`src/rtl/pc_seq_pkg.sv`:
```
// pc_seq_pkg: shared state encoding and PC constants for the PC sequencer.
package pc_seq_pkg;
  typedef enum logic [1:0] {BOOT = 2'd0, RUN = 2'd1, WAIT = 2'd2, HALTED = 2'd3} state_e;
  localparam logic [31:0] PC_STEP = 32'd4;
  localparam logic [1:0] ALIGN_MASK = 2'b11;
endpackage

```
`src/rtl/pc_sequencer_if.sv`:
```
// pc_sequencer_if: fetch/redirect bus between branch logic, imem, PC register and the sequencer.
interface pc_sequencer_if;
  logic [31:0] instr_addr;
  logic instr_ready;
  logic branch_taken;
  logic [31:0] branch_target;
  logic jump;
  logic [31:0] jump_target;
  logic halt;
  logic [31:0] next_pc;
  logic fetch_valid;
  logic halted;
  logic trap;
  logic [31:0] trap_epc;
  modport master (
    output instr_addr, instr_ready, branch_taken, branch_target, jump, jump_target, halt,
    input next_pc, fetch_valid, halted, trap, trap_epc
  );
  modport slave (
    input instr_addr, instr_ready, branch_taken, branch_target, jump, jump_target, halt,
    output next_pc, fetch_valid, halted, trap, trap_epc
  );
endinterface

```
`src/rtl/pc_redirect_mux.sv`:
```
// pc_redirect_mux: priority select jump > branch > pending > +4, with misaligned-target trap
// substitution when PC_SEQ_TRAP_EN is defined.
module pc_redirect_mux
  import pc_seq_pkg::*;
#(
  parameter logic [31:0] TRAP_VECTOR = 32'h0000_0100
) (
  input  logic [31:0] instr_addr_i,
  input  logic        jump_i,
  input  logic [31:0] jump_target_i,
  input  logic        branch_taken_i,
  input  logic [31:0] branch_target_i,
  input  logic        pend_vld_i,
  input  logic [31:0] pend_tgt_i,
  output logic [31:0] pc_o,
  output logic [31:0] raw_tgt_o,
  output logic        redirect_o,
  output logic        misaligned_o
);
  assign raw_tgt_o  = jump_i ? jump_target_i : branch_taken_i ? branch_target_i : pend_tgt_i;
  assign redirect_o = jump_i | branch_taken_i | pend_vld_i;
`ifdef PC_SEQ_TRAP_EN
  assign misaligned_o = redirect_o && ((raw_tgt_o[1:0] & ALIGN_MASK) != 2'b00);
  assign pc_o = redirect_o ? (misaligned_o ? TRAP_VECTOR : raw_tgt_o) : instr_addr_i + PC_STEP;
`else
  logic unused_trap_vector;
  assign unused_trap_vector = ^TRAP_VECTOR;
  assign misaligned_o = 1'b0;
  assign pc_o = redirect_o ? raw_tgt_o : instr_addr_i + PC_STEP;
`endif
endmodule

```
`src/rtl/pc_sequencer.sv`:
```
// pc_sequencer: next_pc arbitration FSM (BOOT/RUN/WAIT/HALTED) with stall-parked redirects.
// Optional misaligned-target trapping is enabled by defining PC_SEQ_TRAP_EN.
module pc_sequencer
  import pc_seq_pkg::*;
#(
  parameter logic [31:0] RESET_VECTOR = 32'h0000_0000,
  parameter logic [31:0] TRAP_VECTOR  = 32'h0000_0100,
  parameter int unsigned BOOT_CYCLES  = 2
) (
  input logic clk,
  input logic rst_n,
  pc_sequencer_if.slave bus
);
  localparam int CW = BOOT_CYCLES > 1 ? $clog2(BOOT_CYCLES) : 1;
  state_e state_q, state_d;
  logic [CW-1:0] boot_cnt_q, boot_cnt_d;
  logic pend_vld_q, pend_vld_d;
  logic [31:0] pend_tgt_q, pend_tgt_d;
  logic trap_q, trap_d;
  logic [31:0] trap_epc_q, trap_epc_d;
  logic [31:0] mux_pc, raw_tgt;
  logic redirect, misaligned;
  pc_redirect_mux #(.TRAP_VECTOR(TRAP_VECTOR)) u_mux (
    .instr_addr_i(bus.instr_addr),
    .jump_i(bus.jump),
    .jump_target_i(bus.jump_target),
    .branch_taken_i(bus.branch_taken),
    .branch_target_i(bus.branch_target),
    .pend_vld_i(pend_vld_q),
    .pend_tgt_i(pend_tgt_q),
    .pc_o(mux_pc),
    .raw_tgt_o(raw_tgt),
    .redirect_o(redirect),
    .misaligned_o(misaligned)
  );
  always_ff @(posedge clk or negedge rst_n) begin
    if (!rst_n) begin
      state_q    <= BOOT;
      boot_cnt_q <= '0;
      pend_vld_q <= 1'b0;
      pend_tgt_q <= '0;
      trap_q     <= 1'b0;
      trap_epc_q <= '0;
    end else begin
      state_q    <= state_d;
      boot_cnt_q <= boot_cnt_d;
      pend_vld_q <= pend_vld_d;
      pend_tgt_q <= pend_tgt_d;
      trap_q     <= trap_d;
      trap_epc_q <= trap_epc_d;
    end
  end
  always_comb begin
    state_d         = state_q;
    boot_cnt_d      = boot_cnt_q;
    pend_vld_d      = pend_vld_q;
    pend_tgt_d      = pend_tgt_q;
    trap_d          = 1'b0;
    trap_epc_d      = trap_epc_q;
    bus.next_pc     = bus.instr_addr;
    bus.fetch_valid = 1'b0;
    bus.halted      = 1'b0;
    case (state_q)
      BOOT: begin
        bus.next_pc = RESET_VECTOR;
        boot_cnt_d  = boot_cnt_q + 1'b1;
        state_d     = (boot_cnt_q == CW'(BOOT_CYCLES - 1)) ? RUN : BOOT;
      end
      RUN, WAIT: begin
        bus.fetch_valid = bus.instr_ready & ~bus.halt;
        if (bus.halt) begin
          state_d    = HALTED;
          pend_vld_d = 1'b0;
        end else if (bus.instr_ready) begin
          // Any applied redirect supersedes a parked one, so the park is always consumed.
          bus.next_pc = mux_pc;
          pend_vld_d  = 1'b0;
          trap_d      = misaligned;
          trap_epc_d  = misaligned ? raw_tgt : trap_epc_q;
          state_d     = RUN;
        end else begin
          state_d    = WAIT;
          pend_vld_d = pend_vld_q | bus.jump | bus.branch_taken;
          pend_tgt_d = bus.jump ? bus.jump_target : bus.branch_taken ? bus.branch_target : pend_tgt_q;
        end
      end
      default: bus.halted = 1'b1;
    endcase
  end
  assign bus.trap     = trap_q;
  assign bus.trap_epc = trap_epc_q;
endmodule
```
`src/flat_wrapper.sv`:
```
// flat-port wrapper written by rule: the top's interface ports become plain ports
module pc_sequencer_flat import pc_seq_pkg::*;
#(
  parameter logic [31:0] RESET_VECTOR = 32'h0000_0000,
  parameter logic [31:0] TRAP_VECTOR  = 32'h0000_0100,
  parameter int unsigned BOOT_CYCLES  = 2
)
  (clk, rst_n, bus_instr_addr, bus_instr_ready, bus_branch_taken, bus_branch_target, bus_jump, bus_jump_target, bus_halt, bus_next_pc, bus_fetch_valid, bus_halted, bus_trap, bus_trap_epc);
  pc_sequencer_if bus_i ();
  input logic clk;
  input logic rst_n;
  input wire logic [$bits(bus_i.instr_addr)-1:0] bus_instr_addr;
  input wire logic [$bits(bus_i.instr_ready)-1:0] bus_instr_ready;
  input wire logic [$bits(bus_i.branch_taken)-1:0] bus_branch_taken;
  input wire logic [$bits(bus_i.branch_target)-1:0] bus_branch_target;
  input wire logic [$bits(bus_i.jump)-1:0] bus_jump;
  input wire logic [$bits(bus_i.jump_target)-1:0] bus_jump_target;
  input wire logic [$bits(bus_i.halt)-1:0] bus_halt;
  output wire logic [$bits(bus_i.next_pc)-1:0] bus_next_pc;
  output wire logic [$bits(bus_i.fetch_valid)-1:0] bus_fetch_valid;
  output wire logic [$bits(bus_i.halted)-1:0] bus_halted;
  output wire logic [$bits(bus_i.trap)-1:0] bus_trap;
  output wire logic [$bits(bus_i.trap_epc)-1:0] bus_trap_epc;
  assign bus_i.instr_addr = bus_instr_addr;
  assign bus_i.instr_ready = bus_instr_ready;
  assign bus_i.branch_taken = bus_branch_taken;
  assign bus_i.branch_target = bus_branch_target;
  assign bus_i.jump = bus_jump;
  assign bus_i.jump_target = bus_jump_target;
  assign bus_i.halt = bus_halt;
  assign bus_next_pc = bus_i.next_pc;
  assign bus_fetch_valid = bus_i.fetch_valid;
  assign bus_halted = bus_i.halted;
  assign bus_trap = bus_i.trap;
  assign bus_trap_epc = bus_i.trap_epc;
  pc_sequencer #(.RESET_VECTOR(RESET_VECTOR), .TRAP_VECTOR(TRAP_VECTOR), .BOOT_CYCLES(BOOT_CYCLES)) u_core (.clk(clk), .rst_n(rst_n), .bus(bus_i));
endmodule
```
`config.mk`:
```
export PLATFORM = sky130hd
export DESIGN_NAME = pc_sequencer_flat
export DESIGN_NICKNAME = d
export VERILOG_FILES = /design/src/rtl/pc_seq_pkg.sv /design/src/rtl/pc_sequencer_if.sv /design/src/rtl/pc_redirect_mux.sv /design/src/rtl/pc_sequencer.sv /design/src/flat_wrapper.sv
export SDC_FILE = /design/constraint.sdc
export NUM_CORES = 1
export LEC_CHECK = 0
export BUFFER_PORTS_ARGS = -buffer_cell sky130_fd_sc_hd__buf_4
export CORE_ASPECT_RATIO = 1.1
export CORE_UTILIZATION = 52
export DETAILED_ROUTE_END_ITERATION = 6
export HOLD_SLACK_MARGIN = 0.06
export PLACE_DENSITY = 0.88
export SLEW_MARGIN = 20
export SYNTH_ARGS = -nofsm -noshare
export SYNTH_HDL_FRONTEND = slang
export SYNTH_SLANG_ARGS = --single-unit
```
`constraint.sdc`:
```
create_clock -name clk -period 5.95 [get_ports clk]
set_clock_uncertainty 0.2 [all_clocks]
set_input_delay 0.595 -clock clk [delete_from_list [all_inputs] [get_ports clk]]
set_output_delay 0.595 -clock clk [all_outputs]
set_load 0.02 [all_outputs]
```
==> flow_summary_export.csv, run 1 <==
group,metric,value,unit
timing,max_freq,230,MHz
global_route,number_of_global_route_vias_before_repair,3836,
job,timing.max_cap.violations,0,
pwr,peakVddDrop,0.306,mV
yosys,yosys-top-cells-area,"sky130_fd_sc_hd__dfrtp_1, sky130_fd_sc_hd__o21ai_0, sky130_fd_sc_hd__nand2_1",
route,drt_iter0_markers,292,
yosys,synthFlopType,"sky130_fd_sc_hd__dfrtp_1",
timing,slew_headroom,30.7,%
route,drt-total-wl,11.7,mm
timing,transition_time_of_the_tightest_slew_check_pin,1.03,ns
pwr,proportion_of_power_drawn_by_flip_flops_and_latches,24.4,%
clock_tree,postCtsSetupBuffers,0,
setup_path,critical_path_arrival,3.56,ns
place,dp_hpwl,8.42,mm
timing,rsz0062_at_grt,"false",
floorplan,start_util,54.3,%
setup_path,worstSetupEndpointType,"output pin",
pwr,power_density,383,nW/um^2
clock_tree,cts-root-to-sink-buffers,2,
yosys,post_synth_edffs,0,
clock_tree,clock_tree.htree_level_count,2,
global_route,grt.total_usage,32.5,%
timing,timing_hold_violations_final,0,
clock_tree,numClockSinks,36,
final_layout,seqCellArea,901,sq um
route,drt_drc_violations_left,0,
yosys,syn_inst,497,
yosys,synth_largest_type_area_fraction,24.9,%
clock_tree,numCtsBuffers,5,
yosys,synth_cell_types,49,
route,routed_wire_length_per_instance,17.1,um
floorplan,core,6670,sq um
yosys,synth-seq-cells,36,
final_layout,diode_insertion_count_for_antenna_repair,0,
setup_path,critical_path_required,5.16,ns
yosys,mappedNetlistArea,3620,sq um
setup_path,timing.setup.critical_path_class,"reg -> out",
timing,timing.final.crit_period,4.35,ns
pwr,switching_power,833,uW
place,port_buffers,135,
worst_hold_path,hold_class,"in -> async",
final_layout,final_nets,707,
global_route,grt_pass1_wl,18.1,mm
final_layout,postLayoutCoreUtil,68.5,%
final_layout,syn_to_final_growth,26.1,%
yosys,ys.warnings.count,0,
pwr,int_power,917,uW
yosys,synth.largest_area_cell,"sky130_fd_sc_hd__dfrtp_1",
global_route,global_route.overflow_total,0,
floorplan,boundaryPins,169,
pwr,clock_power_share,11.0,%
setup_path,cell_with_the_largest_stage_delay_on_the_worst_path,"sky130_fd_sc_hd__nor4bb_4",
setup_path,max_stage_delay,0.97,ns
floorplan,floorplan.die_area,7310,sq um
place,dpl.cell_count,677,
floorplan,die-width,81.6,um
route,routed-via-count,4185,
timing,maxSlewViolCount,0,
timing,setup-violations-final,0,
final_layout,multi_input_area,2430,sq um
pwr,final_total_pwr,1750,uW
route,post_drt_via_cell_ratio,6.11,
pwr,pleak,0.00214,uW
final_layout,layout-drive-gt1-share,26.0,%
run_status,run_status,"finished clean",
final_layout,layoutNonFillerInstCount,685,
setup_path,crit_path_cell_trace,"inv_1, ha_1, nor4bb_4, nand2_1, o21ai_0, a22o_1, buf_4",
global_route,pin_count_of_the_biggest_net_entering_global_routing,76,
route,tritonroute_pass_1_iters,5,
route,detail-route-antenna-nets,0,
clock_tree,clock_tree.root_cell,"sky130_fd_sc_hd__clkbuf_8",
final_layout,fill_cells,567,
timing,min_period_over_period,73.2,%
setup_path,worst-path-max-fanout,19,
clock_tree,clock_insertion_delay_worst_skew,0.29,ns
yosys,avgSynthCellArea,7.29,sq um
yosys,synthArstFlopShare,100,%
setup_path,count_of_cells_along_the_worst_register_to_register_path,6,
yosys,sequential_element_share_of_the_synthesized_area,24.9,%
global_route,number_of_antenna_violations_at_the_first_check_in_global_routing,0,
clock_tree,cts.clk_slew.worst_paths,0.09,ns
yosys,yosys-top-cells-count,"sky130_fd_sc_hd__nand2_1, sky130_fd_sc_hd__o21ai_0, sky130_fd_sc_hd__dfrtp_1",
setup_path,setup_slack_reg_to_reg,3.47,ns
pwr,netSwitchingFraction,47.6,%
clock_tree,cts_resized,0,
timing,setup_total_negative_slack,0,ns
setup_path,critical_path.startpoint_type,"flop",
floorplan,dieHeight,89.6,um
yosys,yosys.cell_count.top_type,"sky130_fd_sc_hd__nand2_1",
place,routabilityCongestion,0.933,
clock_tree,tritoncts,"built",
clock_tree,number_of_buffers_inserted_by_hold_repair_at_cts,0,
pwr,power.share.combinational,64.6,%
floorplan,rows,31,
## cell usage in the layout (no fill, tap or decap), types with 4 or more instances in the layout
| master | instances |
|---|---|
| sky130_fd_sc_hd__buf_4 | 136 |
| sky130_fd_sc_hd__nand2_1 | 81 |
| sky130_fd_sc_hd__o21ai_0 | 72 |
| sky130_fd_sc_hd__dfrtp_1 | 36 |
| sky130_fd_sc_hd__a21oi_1 | 33 |
| sky130_fd_sc_hd__conb_1 | 33 |
| sky130_fd_sc_hd__nor2_1 | 24 |
| sky130_fd_sc_hd__mux2i_1 | 23 |
| sky130_fd_sc_hd__a22oi_1 | 17 |
| sky130_fd_sc_hd__and3_1 | 16 |
| sky130_fd_sc_hd__nand4_1 | 11 |
| sky130_fd_sc_hd__nand3_1 | 11 |
| sky130_fd_sc_hd__a22o_1 | 11 |
| sky130_fd_sc_hd__o22ai_1 | 10 |
| sky130_fd_sc_hd__xor2_1 | 7 |
| sky130_fd_sc_hd__xnor2_1 | 6 |
| sky130_fd_sc_hd__clkbuf_8 | 6 |
| sky130_fd_sc_hd__inv_1 | 5 |
| sky130_fd_sc_hd__mux2_2 | 5 |
| sky130_fd_sc_hd__nor3_2 | 4 |
| sky130_fd_sc_hd__nor3_1 | 4 |
| sky130_fd_sc_hd__o221ai_1 | 4 |
| sky130_fd_sc_hd__o21ai_1 | 4 |
| sky130_fd_sc_hd__nor4_1 | 4 |
## per-layer routing
metal / global-route usage, % / vias up / part of all wire [%]
li1: - / 1942 / -
met1: 41.6 / 1958 / 40
met2: 55.8 / 257 / 49
met3: 4.29 / 28 / 9.0
met4: 11.6 / 0 / 2.1
met5: 0 / - / 0
## flip-flops by register name (all words and copies together), names as in the netlist
name               flops
u_core.state_q         2
u_core.boot_cnt_q      1
u_core.pend_tgt_q     32
u_core.pend_vld_q      1
## cells by family after synthesis
family / share of synthesized area [%]
and+or+nand+nor: 24.3
AOI/OAI and AO/OA: 26.9
buffers and inverters: 11.7
DFF: 24.9
muxes: 7.90
xor gates and xnor gates: 3.14
adders and majority gates: 1.04
other: 0.103
## critical path: cells and delay by family (launching register included)
| kind | cells | cell delay, ns |
|---|---|---|
| AND/OR/NAND/NOR | 2 | 1.63 |
| buffers and inverters | 2 | 0.20 |
| adder cells (fa/ha/maj) | 1 | 0.49 |
| flip-flops | 1 | 0.37 |
| AO/OA/AOI/OAI | 2 | 0.56 |
## power groups by stage
| stage | Clock [uW] | Sequential [uW] | Combinational, uW |
|---|---|---|---|
| floorplan | 0 | 411 | 738 |
| global placement | 0 | 422 | 1090 |
| detailed placement | 0 | 428 | 1110 |
| CTS | 191 | 424 | 1120 |
| global route | 200 | 439 | 1230 |
| finish | 192 | 428 | 1130 |
## cell type report
class                   count  area share [%]
repair buffers            136            22.3
multi-input cells         417            53.2
flip-flops and latches     36            19.7
inverters                   6           0.493
clock buffers               8            1.97
well taps                  82            2.24
## path summary, 6_finish.rpt
path,startpoint,end
max in group asynchronous,rst_n,u_core.state_q[1]
setup reg to reg,u_core.state_q[0],u_core.pend_tgt_q[17]
hold reg to reg,u_core.boot_cnt_q,u_core.boot_cnt_q
setup / recovery,u_core.state_q[0],bus_next_pc[20]
hold / removal,rst_n,u_core.pend_tgt_q[20]
min in group clk,u_core.boot_cnt_q,u_core.boot_cnt_q
## per-stage QoR
step / setup WS (ns) / instance area, sq um / hold WS, ns
floorplan: 2.95 / 3740 / 0.0994
global placement: 2.02 / 4480 / 0.251
detailed placement: 1.95 / 4480 / 0.264
CTS: 1.61 / 4570 / 0.0782
global route: 1.22 / 4570 / 0.0923
finish: 1.60 / 4570 / 0.0565
Power figures use the tool's default switching activity.
==> run 2: changes to the inputs <==
--- a/config.mk
+++ b/config.mk
@@ -7,10 +7,10 @@
 export LEC_CHECK = 0
 export BUFFER_PORTS_ARGS = -buffer_cell sky130_fd_sc_hd__buf_4
 export CORE_ASPECT_RATIO = 1.1
-export CORE_UTILIZATION = 52
+export CORE_UTILIZATION = 43
 export DETAILED_ROUTE_END_ITERATION = 6
 export HOLD_SLACK_MARGIN = 0.06
-export PLACE_DENSITY = 0.88
+export PLACE_DENSITY = 0.78
 export SLEW_MARGIN = 20
 export SYNTH_ARGS = -nofsm -noshare
 export SYNTH_HDL_FRONTEND = slang
==> constraint.sdc (replaced) <==
create_clock -name clk -period 4 [get_ports clk]
set_clock_uncertainty 0.2 [all_clocks]
set_input_delay 0.4 -clock clk [delete_from_list [all_inputs] [get_ports clk]]
set_output_delay 0.4 -clock clk [all_outputs]
set_load 0.02 [all_outputs]
==> flow_summary_export.csv, run 2 (same netlist as run 1, synthesis figures left out) <==
group,metric,value,unit
clock_tree,number_of_buffers_inserted_by_hold_repair_at_cts,1,
final_layout,seqCellArea,901,sq um
setup_path,worstSetupEndpointType,"output pin",
clock_tree,tritoncts,"built",
worst_hold_path,hold_path_startpoint,"bus_jump_target[17]",
timing,maxSlewViolCount,0,
final_layout,layout-drive-gt1-share,26.6,%
job,timing.max_cap.violations,0,
final_layout,syn_to_final_growth,27.8,%
floorplan,rows,34,
floorplan,boundaryPins,169,
clock_tree,cts_resized,0,
route,detail-route-antenna-nets,0,
timing,max_freq,282,MHz
route,drt_iter0_markers,290,
setup_path,critical_path_required,3.40,ns
final_layout,diode_insertion_count_for_antenna_repair,0,
timing,timing_hold_violations_final,0,
place,routabilityCongestion,0.931,
final_layout,layout_commonest_cell,"sky130_fd_sc_hd__buf_4",
clock_tree,numClockSinks,36,
floorplan,start_util,45.1,%
timing,transition_time_of_the_tightest_slew_check_pin,0.938,ns
worst_hold_path,holdPathStages,3,
worst_hold_path,hold_end,"u_core.pend_tgt_q[17]",
timing,setup_total_negative_slack,0,ns
clock_tree,postCtsSetupBuffers,0,
floorplan,floorplan.die_area,8800,sq um
setup_path,timing.setup.critical_path_class,"reg -> out",
timing,timing.final.crit_period,3.54,ns
global_route,global_route.overflow_total,0,
timing,slew_headroom,37.4,%
route,tritonroute_pass_1_iters,6,
clock_tree,clock_insertion_delay_worst_skew,0.30,ns
place,placedInstanceArea,4530,sq um
final_layout,fill_cells,765,
pwr,pleak,0.00216,uW
place,dp_hpwl,8.81,mm
route,routed-via-count,4150,
setup_path,critical_path.startpoint_type,"flop",
route,drt-total-wl,12.1,mm
pwr,peakVddDrop,0.303,mV
pwr,final_total_pwr,2620,uW
final_layout,final_nets,710,
clock_tree,clock_tree.root_cell,"sky130_fd_sc_hd__clkbuf_8",
clock_tree,cts-root-to-sink-buffers,2,
route,post_drt_via_cell_ratio,5.81,
global_route,grt.total_usage,27.5,%
worst_hold_path,hold_class,"in -> reg",
floorplan,core,8040,sq um
route,drt_drc_violations_left,0,
route,routed_wire_length_per_instance,16.9,um
clock_tree,cts.clk_slew.worst_paths,0.08,ns
timing,setup-violations-final,0,
place,port_buffers,135,
global_route,number_of_global_route_vias_before_repair,4097,
setup_path,count_of_cells_along_the_worst_register_to_register_path,6,
timing,min_period_over_period,88.5,%
final_layout,biggestRegsByFlops,"u_core.pend_tgt_q x32, u_core.state_q x2",
final_layout,largest_register_ffs,32,
final_layout,fin_area,4630,sq um
clock_tree,clock_tree.htree_level_count,2,
setup_path,critical_path_arrival,2.94,ns
global_route,pin_count_of_the_biggest_net_entering_global_routing,76,
final_layout,top_register,"u_core.pend_tgt_q",
run_status,run_status,"finished clean",
pwr,power_density,565,nW/um^2
setup_path,worst_r2r_endpoint,"u_core.pend_tgt_q[24]",
timing,rsz0062_at_grt,"false",
floorplan,dieHeight,98.3,um
setup_path,setup_slack_reg_to_reg,1.52,ns
setup_path,worst-path-max-fanout,19,
global_route,number_of_antenna_violations_at_the_first_check_in_global_routing,0,
setup_path,regToRegStartpoint,"u_core.state_q[1]",
global_route,grt_pass1_wl,18.9,mm
floorplan,die-width,89.5,um
final_layout,mostFrequentLayoutCells,"sky130_fd_sc_hd__buf_4, sky130_fd_sc_hd__nand2_1, sky130_fd_sc_hd__o21ai_0, sky130_fd_sc_hd__dfrtp_1",
final_layout,multi_input_area,2430,sq um
clock_tree,numCtsBuffers,5,
timing,finalHoldWorstSlack,0.140,ns
run 2: final cells by class:
cell class | count | area share [%]
Clock buffer | 6 | 1.78
Timing Repair Buffer | 139 | 22.6
Clock inverter | 2 | 0.216
Inverter | 6 | 0.486
Sequential cell | 36 | 19.5
Multi-Input combinational cell | 417 | 52.6
Tap cell | 108 | 2.92
run 2: how the worst max path moves through the flow:
| stage | end | startpoint | slack (ns) |
|---|---|---|---|
| after floorplan | bus_next_pc[17] | u_core.state_q[0] | 1.19 |
| after global placement | bus_next_pc[13] | u_core.state_q[0] | 0.93 |
| final | bus_next_pc[4] | u_core.state_q[1] | 0.46 |
| after global routing | bus_next_pc[4] | u_core.state_q[0] | 0.25 |
| after CTS | bus_next_pc[4] | u_core.state_q[1] | 0.52 |
| after detailed placement | bus_next_pc[4] | u_core.state_q[0] | 0.85 |
run 2: critical path, stage by stage (launching register included):
cell,delay (ns)
sky130_fd_sc_hd__dfrtp_1,0.37
sky130_fd_sc_hd__inv_1,0.06
sky130_fd_sc_hd__ha_1,0.49
sky130_fd_sc_hd__nor4bb_4,0.34
sky130_fd_sc_hd__buf_4,0.28
sky130_fd_sc_hd__nand2_1,0.41
sky130_fd_sc_hd__o21ai_0,0.39
sky130_fd_sc_hd__a22o_1,0.17
sky130_fd_sc_hd__buf_4,0.13
run 2: through the flow:
stage,worst slack [ns],cells,util (%)
6_report,0.460,714,57.6
5_1_grt,0.250,714,57.6
4_1_cts,0.521,714,57.6
3_5_place_dp,0.852,705,56.3
3_3_place_gp,0.925,705,56.3
2_1_floorplan,1.19,529,-
run 2: metal layers:
| layer | track usage, % | share of wire [%] |
|---|---|---|
| met5 | 0 | 0 |
| met4 | 10.6 | 2.0 |
| met3 | 5.41 | 9.2 |
| met2 | 45.7 | 49 |
| met1 | 34.4 | 40 |
run 2: power by group:
group | leakage, uW | internal (uW) | switching (uW)
Combinational | 0.00168 | 697 | 998
Clock | 0.0000510 | 138 | 148
Sequential | 0.000438 | 531 | 105
Total | 0.00216 | 1370 | 1250
==> run 3: changes to the inputs <==
--- a/config.mk
+++ b/config.mk
@@ -7,6 +7,7 @@
 export LEC_CHECK = 0
 export BUFFER_PORTS_ARGS = -buffer_cell sky130_fd_sc_hd__buf_4
 export CORE_ASPECT_RATIO = 1.1
+export CORE_MARGIN = 5
 export CORE_UTILIZATION = 43
 export DETAILED_ROUTE_END_ITERATION = 6
 export HOLD_SLACK_MARGIN = 0.06
==> flow_summary_export.csv, run 3 (same netlist as run 1, synthesis figures left out) <==
group,metric,value,unit
final_layout,diode_insertion_count_for_antenna_repair,0,
setup_path,critical_path_arrival,2.94,ns
clock_tree,clock_tree.root_cell,"sky130_fd_sc_hd__clkbuf_8",
setup_path,setup_slack_reg_to_reg,1.52,ns
final_layout,top_register,"u_core.pend_tgt_q",
worst_hold_path,hold_class,"in -> reg",
clock_tree,cts_resized,0,
route,wl_met1,5.02,mm
route,drt_drc_violations_left,0,
timing,setup-violations-final,0,
final_layout,fin_area,4630,sq um
route,drt-total-wl,12.7,mm
setup_path,worst-path-max-fanout,19,
timing,transition_time_of_the_tightest_slew_check_pin,0.843,ns
pwr,power_density,565,nW/um^2
timing,timing.final.crit_period,3.54,ns
final_layout,biggestRegsByFlops,"u_core.pend_tgt_q x32, u_core.state_q x2",
floorplan,rows,35,
clock_tree,clock_insertion_delay_worst_skew,0.29,ns
final_layout,postLayoutCoreUtil,55.7,%
setup_path,cp_num_buf_inv,3,
final_layout,largest_register_ffs,32,
job,timing.max_cap.violations,0,
timing,maxSlewViolCount,0,
clock_tree,cts.clk_slew.worst_paths,0.08,ns
clock_tree,numClockSinks,36,
final_layout,layout-drive-gt1-share,26.6,%
setup_path,worst_r2r_endpoint,"u_core.pend_tgt_q[27]",
final_layout,mostFrequentLayoutCells,"sky130_fd_sc_hd__buf_4, sky130_fd_sc_hd__nand2_1, sky130_fd_sc_hd__o21ai_0, sky130_fd_sc_hd__dfrtp_1",
timing,setup_total_negative_slack,0,ns
timing,max_freq,282,MHz
timing,rsz0062_at_grt,"false",
place,placedInstanceArea,4530,sq um
clock_tree,cts-root-to-sink-buffers,2,
global_route,number_of_global_route_vias_before_repair,4025,
final_layout,layout_commonest_cell,"sky130_fd_sc_hd__buf_4",
setup_path,cell_with_the_largest_stage_delay_on_the_worst_path,"sky130_fd_sc_hd__ha_1",
final_layout,final_nets,710,
route,routed_wire_length_per_instance,17.6,um
setup_path,max_stage_delay,0.49,ns
timing,timing_hold_violations_final,0,
setup_path,critical_path_required,3.40,ns
route,routed-via-count,4110,
place,routabilityCongestion,0.911,
clock_tree,clock_tree.htree_level_count,2,
setup_path,timing.setup.critical_path_class,"reg -> out",
route,tritonroute_pass_1_iters,5,
global_route,grt_pass1_wl,19.8,mm
timing,finalHoldWorstSlack,0.149,ns
worst_hold_path,hold_end,"u_core.pend_tgt_q[29]",
route,topRoutingLayerUsed,"met4",
floorplan,core,8320,sq um
global_route,number_of_antenna_violations_at_the_first_check_in_global_routing,0,
global_route,pin_count_of_the_biggest_net_entering_global_routing,76,
global_route,global_route.overflow_total,0,
worst_hold_path,holdPathStages,3,
pwr,pleak,0.00216,uW
route,post_drt_via_cell_ratio,5.73,
setup_path,count_of_cells_along_the_worst_register_to_register_path,6,
route,drt_iter0_markers,231,
setup_path,regToRegStartpoint,"u_core.state_q[0]",
place,dp_hpwl,9.43,mm
timing,slew_headroom,43.8,%
floorplan,boundaryPins,169,
floorplan,start_util,43.6,%
run_status,run_status,"finished clean",
setup_path,timing.critical_path.mode_cell,"sky130_fd_sc_hd__buf_4",
floorplan,die-width,97.5,um
timing,min_period_over_period,88.6,%
setup_path,critical_path.startpoint_type,"flop",
pwr,peakVddDrop,0.360,mV
route,met2WireLength,6.40,mm
setup_path,crit_path_cell_trace,"inv_1, ha_1, nor4bb_4, buf_4, nand2_1, o21ai_0, a22o_1, buf_4",
place,port_buffers,135,
setup_path,path_delay_family,"simple AND/OR/NAND/NOR gates",
pwr,final_total_pwr,2620,uW
route,detail-route-antenna-nets,0,
final_layout,syn_to_final_growth,27.9,%
global_route,grt.total_usage,23.0,%
floorplan,floorplan.die_area,10400,sq um
setup_path,worstSetupEndpointType,"output pin",
route,detailroute.wirelength.met3,945,um
floorplan,dieHeight,106,um
clock_tree,tritoncts,"built",
clock_tree,numCtsBuffers,5,
worst_hold_path,hold_path_startpoint,"bus_jump_target[29]",
-- run 3: worst max-delay path by stage --
| stage | cells after the start | endpoint | start | slack, ns |
|---|---|---|---|---|
| 2_1_floorplan | 7 | bus_next_pc[17] | u_core.state_q[0] | 1.19 |
| 3_3_place_gp | 9 | bus_next_pc[13] | u_core.state_q[0] | 0.89 |
| 3_5_place_dp | 8 | bus_next_pc[5] | u_core.state_q[0] | 0.82 |
| 4_1_cts | 8 | bus_next_pc[5] | u_core.state_q[0] | 0.50 |
| 5_1_grt | 9 | bus_next_pc[13] | u_core.state_q[1] | 0.23 |
| 6_report | 8 | bus_next_pc[5] | u_core.state_q[0] | 0.46 |
-- run 3: repair_timing --
action                                 4_1_cts  5_1_grt
hold buffers                                 1        0
buffers inserted                             0        0
endpoints found under the hold margin       36        0
-- run 3: through the flow --
step           worst slack (ns)  instances
2_1_floorplan              1.19        529
5_1_grt                   0.226        717
3_5_place_dp              0.821        708
3_3_place_gp              0.895        708
4_1_cts                   0.496        717
6_report                  0.456        717
-- run 3: layout make-up --
type / instances / area [sq um]
fillers: 825 / 3690
multi-input cells: 417 / 2430
repair buffers: 139 / 1050
flip-flops and latches: 36 / 901
well taps: 111 / 139
clock buffers: 6 / 82.6
inverters: 6 / 22.5
clock inverters: 2 / 10.0
-- run 3: worst register-to-register path, delay by kind of cell (launching register included) --
family	cells	cell delay [ns]
flip-flops	1	0.37
buffers and inverters	2	0.45
AND/OR/NAND/NOR	1	0.50
AO/OA/AOI/OAI	2	0.32
adder cells (fa/ha/maj)	1	0.49
-- run 3: report_power, final --
| group | switching [uW] | leakage (uW) | internal, uW |
|---|---|---|---|
| clock network | 144 | 0.0000510 | 138 |
| logic | 997 | 0.00168 | 697 |
| registers | 111 | 0.000438 | 532 |
| total | 1250 | 0.00216 | 1370 |
-- run 3: layer usage --
| layer | up-vias | GRT usage (%) |
|---|---|---|
| met2 | 209 | 40.5 |
| met3 | 30 | 4.46 |
| met1 | 1918 | 28.2 |
| li1 | 1953 | - |
| met4 | 0 | 7.42 |
| met5 | - | 0 |
